==> src/rtl/frame_writer.sv <==
// Framebuffer writer: accepts a framed RGB pixel stream, tracks raster position and issues one
// 32-bit write per pixel. Optional double buffering is enabled with FRAME_WRITER_DOUBLE_BUFFER_EN.
module frame_writer #(
   parameter int unsigned Height      = 600,
   parameter int unsigned Width       = 800,
   parameter logic [31:0] BaseAddress = 32'h0000_0000
) (
   input  logic        clock_i,
   input  logic        reset_i,
   input  logic        slave_valid_i,
   output logic        slave_ready_o,
   input  logic [7:0]  slave_red_i,
   input  logic [7:0]  slave_green_i,
   input  logic [7:0]  slave_blue_i,
   input  logic        slave_last_i,
   output logic        mem_valid_o,
   input  logic        mem_ready_i,
   output logic [31:0] mem_address_o,
   output logic [31:0] mem_data_o,
   output logic        frame_done_o,
   output logic [15:0] error_count_o,
   output logic        buffer_index_o
);

   localparam logic [31:0] FrameBytes = 32'(Height * Width * 4);
   localparam int unsigned RowW = (Height > 1) ? $clog2(Height) : 1;
   localparam int unsigned ColW = (Width > 1) ? $clog2(Width) : 1;
   localparam logic [RowW-1:0] LastRow = RowW'(Height - 1);
   localparam logic [ColW-1:0] LastCol = ColW'(Width - 1);

   typedef enum logic [0:0] {
      RUN,
      RESYNC
   } state_t;

   state_t            state_q, state_n;
   logic [RowW-1:0]   row_q, row_n;
   logic [ColW-1:0]   col_q, col_n;
   logic [31:0]       addr_q, addr_n;
   logic              buf_q, buf_n;
   logic [15:0]       err_q, err_n;
   logic              mv_q, mv_n;
   logic [31:0]       ma_q, ma_n;
   logic [31:0]       md_q, md_n;
   logic              tag_q, tag_n;
   logic              err_inc;
   logic              beat_accept;
   logic              write_accept;
   logic              at_final;
   logic              buf_flip;
   logic [31:0]       flip_base;

`ifdef FRAME_WRITER_DOUBLE_BUFFER_EN
   assign buf_flip = ~buf_q;
`else
   assign buf_flip = 1'b0;
`endif
   // Base of the frame that starts after the current boundary.
   assign flip_base = BaseAddress + (buf_flip ? FrameBytes : '0);

   assign slave_ready_o  = (state_q == RESYNC) || !mv_q || mem_ready_i;
   assign beat_accept    = slave_valid_i && slave_ready_o;
   assign write_accept   = mv_q && mem_ready_i;
   assign at_final       = (row_q == LastRow) && (col_q == LastCol);

   assign mem_valid_o    = mv_q;
   assign mem_address_o  = ma_q;
   assign mem_data_o     = md_q;
   assign frame_done_o   = write_accept && tag_q;
   assign error_count_o  = err_q;
   assign buffer_index_o = buf_q;

   always_ff @(posedge clock_i or negedge reset_i) begin
      if (!reset_i) begin
         state_q <= RUN;
         row_q   <= '0;
         col_q   <= '0;
         addr_q  <= BaseAddress;
         buf_q   <= 1'b0;
         err_q   <= '0;
         mv_q    <= 1'b0;
         ma_q    <= '0;
         md_q    <= '0;
         tag_q   <= 1'b0;
      end else begin
         state_q <= state_n;
         row_q   <= row_n;
         col_q   <= col_n;
         addr_q  <= addr_n;
         buf_q   <= buf_n;
         err_q   <= err_n;
         mv_q    <= mv_n;
         ma_q    <= ma_n;
         md_q    <= md_n;
         tag_q   <= tag_n;
      end
   end

   always_comb begin
      state_n = state_q;
      row_n   = row_q;
      col_n   = col_q;
      addr_n  = addr_q;
      buf_n   = buf_q;
      err_n   = err_q;
      mv_n    = mv_q;
      ma_n    = ma_q;
      md_n    = md_q;
      tag_n   = tag_q;
      err_inc = 1'b0;

      // Drain first so a same-cycle reload below overrides it without loss or duplication.
      if (write_accept) begin
         mv_n  = 1'b0;
         tag_n = 1'b0;
      end

      if (beat_accept) begin
         if (state_q == RUN) begin
            mv_n  = 1'b1;
            ma_n  = addr_q;
            md_n  = {8'h00, slave_red_i, slave_green_i, slave_blue_i};
            tag_n = at_final && slave_last_i;
            if (slave_last_i) begin
               row_n   = '0;
               col_n   = '0;
               addr_n  = flip_base;
               buf_n   = buf_flip;
               err_inc = !at_final;
            end else if (at_final) begin
               err_inc = 1'b1;
               state_n = RESYNC;
            end else begin
               addr_n = addr_q + 32'd4;
               if (col_q == LastCol) begin
                  col_n = '0;
                  row_n = row_q + 1'b1;
               end else begin
                  col_n = col_q + 1'b1;
               end
            end
         end else if (slave_last_i) begin
            state_n = RUN;
            row_n   = '0;
            col_n   = '0;
            addr_n  = flip_base;
            buf_n   = buf_flip;
         end
      end

      if (err_inc && (err_q != 16'hFFFF)) begin
         err_n = err_q + 16'd1;
      end
   end

endmodule

==> config.mk <==
export PLATFORM = sky130hd
export DESIGN_NAME = frame_writer
export DESIGN_NICKNAME = d
export VERILOG_FILES = /design/src/rtl/frame_writer.sv
export SDC_FILE = /design/constraint.sdc
export NUM_CORES = 1
export LEC_CHECK = 0
export BUFFER_PORTS_ARGS = -buffer_cell sky130_fd_sc_hd__buf_2
export CAP_MARGIN = 20
export CORE_ASPECT_RATIO = 0.5
export CORE_UTILIZATION = 45
export CTS_CLUSTER_DIAMETER = 80
export CTS_CLUSTER_SIZE = 20
export DETAILED_ROUTE_END_ITERATION = 8
export PLACE_DENSITY_LB_ADDON = 0.3
export SYNTH_ARGS = -nofsm -noshare
export SYNTH_HDL_FRONTEND = slang
export SYNTH_SLANG_ARGS = --single-unit
==> constraint.sdc <==
create_clock -name clock_i -period 3.6 [get_ports clock_i]
set_input_delay 0.36 -clock clock_i [delete_from_list [all_inputs] [get_ports clock_i]]
set_output_delay 0.36 -clock clock_i [all_outputs]
set_load 0.01 [all_outputs]
==> results of run 1 <==
[synth_stat cells (4+ instances only)]
master / n / area (sq um)
nor4_1: 4 / 25.0
o21ai_0: 14 / 70.1
nor3_1: 9 / 45.0
or4_1: 4 / 30.0
nor2_1: 42 / 158
mux2_2: 7 / 78.8
dfrtp_1: 123 / 3080
and3_1: 12 / 75.1
buf_4: 12 / 90.1
a21oi_1: 13 / 65.1
clkbuf_1: 13 / 48.8
a31oi_1: 8 / 50.1
nand4_1: 24 / 150
xnor2_1: 18 / 158
nand3_1: 24 / 120
buf_2: 8 / 40.0
inv_1: 7 / 26.3
or3_1: 5 / 31.3
ha_1: 6 / 75.1
xor2_1: 16 / 140
nand2_1: 188 / 706
[state kept, by name, summed over array words and instances, names as in the netlist]
| name | flops |
|---|---|
| error_count_o | 16 |
| mem_address_o | 30 |
| col_q | 10 |
| mem_valid_o | 1 |
| mem_data_o | 24 |
| addr_q | 30 |
| row_q | 10 |
| state_q | 1 |
| tag_q | 1 |
[metrics by stage]
stage / utilization / cell area, sq um / std cells / setup slack, ns
floorplan: - / 5810 / 626 / 0.721
global placement: 0.524 / 6370 / 862 / 0.570
detailed placement: 0.524 / 6370 / 862 / 0.460
CTS: 0.576 / 7000 / 895 / 0.465
global route: 0.578 / 7030 / 896 / 0.217
finish: 0.578 / 7030 / 896 / 0.423
[power by group]
group | switching, mW | leakage, nW | internal [mW] | total, mW
Sequential | 0.0889 | 1.66 | 1.48 | 1.57
Clock | 0.670 | 0.304 | 1.12 | 1.79
Combinational | 0.224 | 1.64 | 0.153 | 0.377
Total | 0.983 | 3.60 | 2.75 | 3.74
[area by class of cell]
type,count,area share
sequential,123,0.438
multi-input combinational,459,0.355
timing repair buffer,109,0.0858
clock buffer,18,0.0625
tap,165,0.0294
clock inverter,14,0.0256
inverter,8,0.00427
[critical path: stages, from the launching register on]
cell and delay [ns]:
dfrtp_1 0.39, ha_1 0.24, and4_1 0.25, and4bb_2 0.29, and4_1 0.21, ha_1 0.20
and2b_1 0.27, and3_1 0.42, nand4_1 0.23, or4_1 0.45, a21oi_1 0.15
[logic make-up after synthesis]
kind of cell,Yosys count,synth area share
flip-flops,123,0.534
other,1,0.000650
AO/OA/AOI/OAI,55,0.0599
multiplexers,8,0.0154
buffers and inverters,44,0.0421
AND/OR/NAND/NOR,345,0.284
XOR/XNOR,34,0.0516
adder cells (fa/ha/maj),6,0.0130
[metal layers]
metal  track usage  vias to the layer above
met5             0                        -
met4        0.0830                        0
met3        0.0495                       19
met2         0.311                      109
met1         0.264                     2192
li1              -                     2275
[timing repair]
item / in CTS / in global routing
endpoints found under the hold margin: 13 / 0
resized for setup: 0 / 0
hold buffers: 1 / 0
[final timing paths]
path                                    end  cells after the start  slack, ns
max                              addr_q[29]                     10       0.42
min reg2reg                   mem_data_o[0]                      2       0.47
min                          mem_data_o[17]                      3       0.13
max in group asynchronous           state_q                      3       2.42
min in group asynchronous  error_count_o[0]                      2       0.33
max reg2reg                      addr_q[29]                     10       0.42
==> impl_metrics.env, run 1 <==
export IMPL_cp_startpoint="col_q[0]"
export IMPL_routed_wl_um=12300
export IMPL_drive_above_1_share=0.228
export IMPL_vias=4595
export IMPL_drtIter0Drc=345
export IMPL_drtAntennaViolNets=0
export IMPL_grt_overflow_total=0
export IMPL_final_cell_mix="nand2_1, dfrtp_1, buf_2"
export IMPL_clkSinkCount=123
export IMPL_worstPathRequired_ns=3.94
export IMPL_powerDensity_mw_per_mm2=531
export IMPL_cts_root_buf="clkbuf_16"
export IMPL_startpoint_type="flip-flop"
export IMPL_start_util=0.475
export IMPL_multi_input_area_sq_mm=0.00249
export IMPL_nFillCells=1085
export IMPL_clock_latency_ns=0.42
export IMPL_fmax_mhz=315
export IMPL_track_usage=0.198
export IMPL_min_from="slave_red_i[1]"
export IMPL_yosys_register_bits=123
export IMPL_holdWs_ns=0.128
export IMPL_die_h_um=82.1
export IMPL_fin_crit_sh=0.883
export IMPL_setup_viol=0
export IMPL_met2WireLength_um=5450
export IMPL_regArea_sq_mm=0.00308
export IMPL_grt_max_degree=111
export IMPL_antenna_found_initial=0
export IMPL_cts_tree="built"
export IMPL_tns_ns=0
export IMPL_dieArea_sq_mm=0.0133
export IMPL_area_growth_pct=21.8
export IMPL_numCtsBuffers=17
export IMPL_coreArea_sq_mm=0.0122
export IMPL_grt_pass1_wl_um=20300
export IMPL_synthFlopType="dfrtp_1"
export IMPL_cap_violations=0
export IMPL_io_buffers=101
export IMPL_p_leak_nw=3.60
export IMPL_syn_instance_count=616
export IMPL_vias_per_cell=5.13
export IMPL_critPathMaxFanout=8
export IMPL_worst_pin_slew_ns=0.850
export IMPL_post_cts_buffers=0
export IMPL_crit_type="reg2reg"
export IMPL_hold_path_class="in2reg"
export IMPL_wl_met3_um=526
export IMPL_outcome="finished, final reports clean"
export IMPL_ys_warn_count=0
export IMPL_synth_seq_area_share=0.534
export IMPL_r2r_start="col_q[0]"
export IMPL_crit_path_end_kind="flip-flop"
export IMPL_hold_violations=0
export IMPL_finalClockSkew_ns=0.00864
export IMPL_first_pass_iters=5
export IMPL_synth_async_reset_ratio=1.00
export IMPL_wl_met1_um=6110
export IMPL_slew_headroom=0.433
export IMPL_cts_htree_levels=4
export IMPL_remaining_drc_errors=0
export IMPL_path_clk_slew_ns=0.06
export IMPL_io_pin_count=113
export IMPL_synth_edf_count=0
export IMPL_p_total_mw=3.74
export IMPL_synth_area_sq_mm=0.00577
export IMPL_rows=28
export IMPL_clk_path_buf_depth=2
export IMPL_dpl_hpwl_um=8030
export IMPL_report_final_slew_viol_count=0
export IMPL_cp_arrival_ns=3.51
export IMPL_top_layer="met4"
export IMPL_die_w_um=162
export IMPL_ir_drop_v=0.000332
export IMPL_final_common_cell="nand2_1"
export IMPL_synth_distinct_cells=61
export IMPL_grt_pass1_vias=4220
export IMPL_wire_per_inst_um=13.7
export IMPL_rsz0062_at_grt="false"
export IMPL_antennaDiodeCount=0
export IMPL_synth_area_per_cell_sq_um=9.37
export IMPL_gp_congestion=0.832
export IMPL_min_period_ns=3.18
export IMPL_nNetsFinal=753
No activity file was read; power rests on OpenSTA's default activity.
==> run 2: changes to the inputs <==
==> constraint.sdc (replaced) <==
create_clock -name clock_i -period 3.6 [get_ports clock_i]
set_input_delay 0.54 -clock clock_i [delete_from_list [all_inputs] [get_ports clock_i]]
set_output_delay 0.54 -clock clock_i [all_outputs]
set_load 0.01 [all_outputs]
==> run 2 against run 1 <==
  * Wire length down 0.39%
  * Clock power decreased by 9%
  * Maximum frequency is 1.3% higher
  * Largest power group unchanged
  * Clock skew rose by 0.0027 ns
  * Clock-buffer cell count up 3
  * Critical path depth did not move
  * Via count down 0.63%
  * Die area did not move
  * Final cell count did not move
  * Design area decreased by 1.0%
  * Sequential share of layout area up 0.46 points
==> impl_metrics.env, run 2 (same netlist as run 1, synthesis figures left out) <==
export IMPL_outcome="finished, final reports clean"
export IMPL_vias_per_cell=5.10
export IMPL_io_pin_count=113
export IMPL_track_usage=0.195
export IMPL_wire_per_inst_um=13.6
export IMPL_placed_cell_area_sq_mm=0.00639
export IMPL_cp_arrival_ns=3.47
export IMPL_holdBufCountCts=0
export IMPL_first_pass_iters=4
export IMPL_r2r_start="col_q[0]"
export IMPL_vias=4566
export IMPL_start_util=0.475
export IMPL_cts_root_buf="clkbuf_16"
export IMPL_r2r_end="addr_q[29]"
export IMPL_grt_overflow_total=0
export IMPL_antenna_found_initial=0
export IMPL_r2r_slack_ns=0.46
export IMPL_cap_violations=0
export IMPL_path_clk_slew_ns=0.06
export IMPL_finalClockSkew_ns=0.0114
export IMPL_drive_above_1_share=0.227
export IMPL_p_leak_nw=3.55
export IMPL_drtIter0Drc=286
export IMPL_antennaDiodeCount=0
export IMPL_crit_type="reg2reg"
export IMPL_dieArea_sq_mm=0.0133
export IMPL_rr_worst_depth=10
export IMPL_crit_buf_inv=0
export IMPL_nNetsFinal=753
export IMPL_path_cells="ha_1, and4_1, and4bb_2, and4_1, ha_1, and2b_1, and3_1, nand4_1, or4_1, a21oi_1"
export IMPL_post_cts_resize_count=0
export IMPL_fin_area_sq_mm=0.00696
export IMPL_fin_crit_sh=0.871
export IMPL_cts_htree_levels=4
export IMPL_clock_latency_ns=0.41
export IMPL_setup_viol=0
export IMPL_startpoint_type="flip-flop"
export IMPL_fmax_mhz=319
export IMPL_fin_util=0.572
export IMPL_final_cell_mix="nand2_1, dfrtp_1, buf_2"
export IMPL_nFillCells=1058
export IMPL_gp_congestion=0.823
export IMPL_slew_headroom=0.449
export IMPL_post_cts_buffers=0
export IMPL_min_period_ns=3.14
export IMPL_clkSinkCount=123
export IMPL_numCtsBuffers=17
export IMPL_drtAntennaViolNets=0
export IMPL_pre_cts_ws_ns=0.478
export IMPL_io_buffers=101
export IMPL_rsz0062_at_grt="false"
export IMPL_clk_path_buf_depth=2
export IMPL_area_growth_pct=20.6
export IMPL_holdWs_ns=0.195
export IMPL_hold_path_class="in2async"
export IMPL_crit_path_end_kind="flip-flop"
export IMPL_die_w_um=162
export IMPL_cts_tree="built"
export IMPL_worstPathRequired_ns=3.93
export IMPL_grt_max_degree=56
export IMPL_coreArea_sq_mm=0.0122
export IMPL_critPathTopFamily="simple AND/OR/NAND/NOR gates"
export IMPL_critPathMaxFanout=8
export IMPL_instances_no_fill=896
export IMPL_report_final_slew_viol_count=0
export IMPL_placed_cells=864
export IMPL_remaining_drc_errors=0
export IMPL_grt_pass1_wl_um=20000
export IMPL_multi_input_area_sq_mm=0.00249
export IMPL_powerDensity_mw_per_mm2=513
export IMPL_final_common_cell="nand2_1"
export IMPL_regArea_sq_mm=0.00308
export IMPL_max_stage_delay_ns=0.44
export IMPL_rows=28
export IMPL_crit_path_top_delay_cell="or4_1"
export IMPL_hold_violations=0
export IMPL_routed_wl_um=12200
export IMPL_grt_pass1_vias=4102
export IMPL_ir_drop_v=0.000303
export IMPL_die_h_um=82.1
export IMPL_dpl_hpwl_um=8350
export IMPL_worst_slack_ns=0.464
export IMPL_p_total_mw=3.57
export IMPL_tns_ns=0
export IMPL_worst_pin_slew_ns=0.827
## run 2: report_power, final
part	total (mW)	leakage, nW	internal [mW]	switching (mW)
combinational	0.373	1.63	0.149	0.224
sequential	1.57	1.66	1.48	0.0909
clock	1.63	0.267	0.994	0.634
total	3.57	3.55	2.62	0.949
## run 2: worst max path at each step
stage,from,end,slack [ns],cells after the start
6_report,col_q[0],addr_q[29],0.46,10
5_1_grt,col_q[0],addr_q[13],0.25,11
4_1_cts,col_q[0],addr_q[29],0.48,10
3_5_place_dp,col_q[0],addr_q[29],0.48,10
3_3_place_gp,col_q[0],error_count_o[14],0.58,9
2_1_floorplan,col_q[0],error_count_o[14],0.72,9
## run 2: per-layer routing
| layer | track usage | wire, um | vias up |
|---|---|---|---|
| met5 | 0 | 0 | - |
| met4 | 0.0736 | 42 | 0 |
| met3 | 0.0561 | 578 | 2 |
| met2 | 0.296 | 5510 | 112 |
| met1 | 0.265 | 6100 | 2173 |
| li1 | - | - | 2279 |
## run 2: cell type report
type / instances / area share
Clock inverter: 11 / 0.0156
Sequential cell: 123 / 0.442
Clock buffer: 21 / 0.0662
Inverter: 8 / 0.00432
Multi-Input combinational cell: 459 / 0.358
Tap cell: 165 / 0.0297
Timing Repair Buffer: 109 / 0.0835
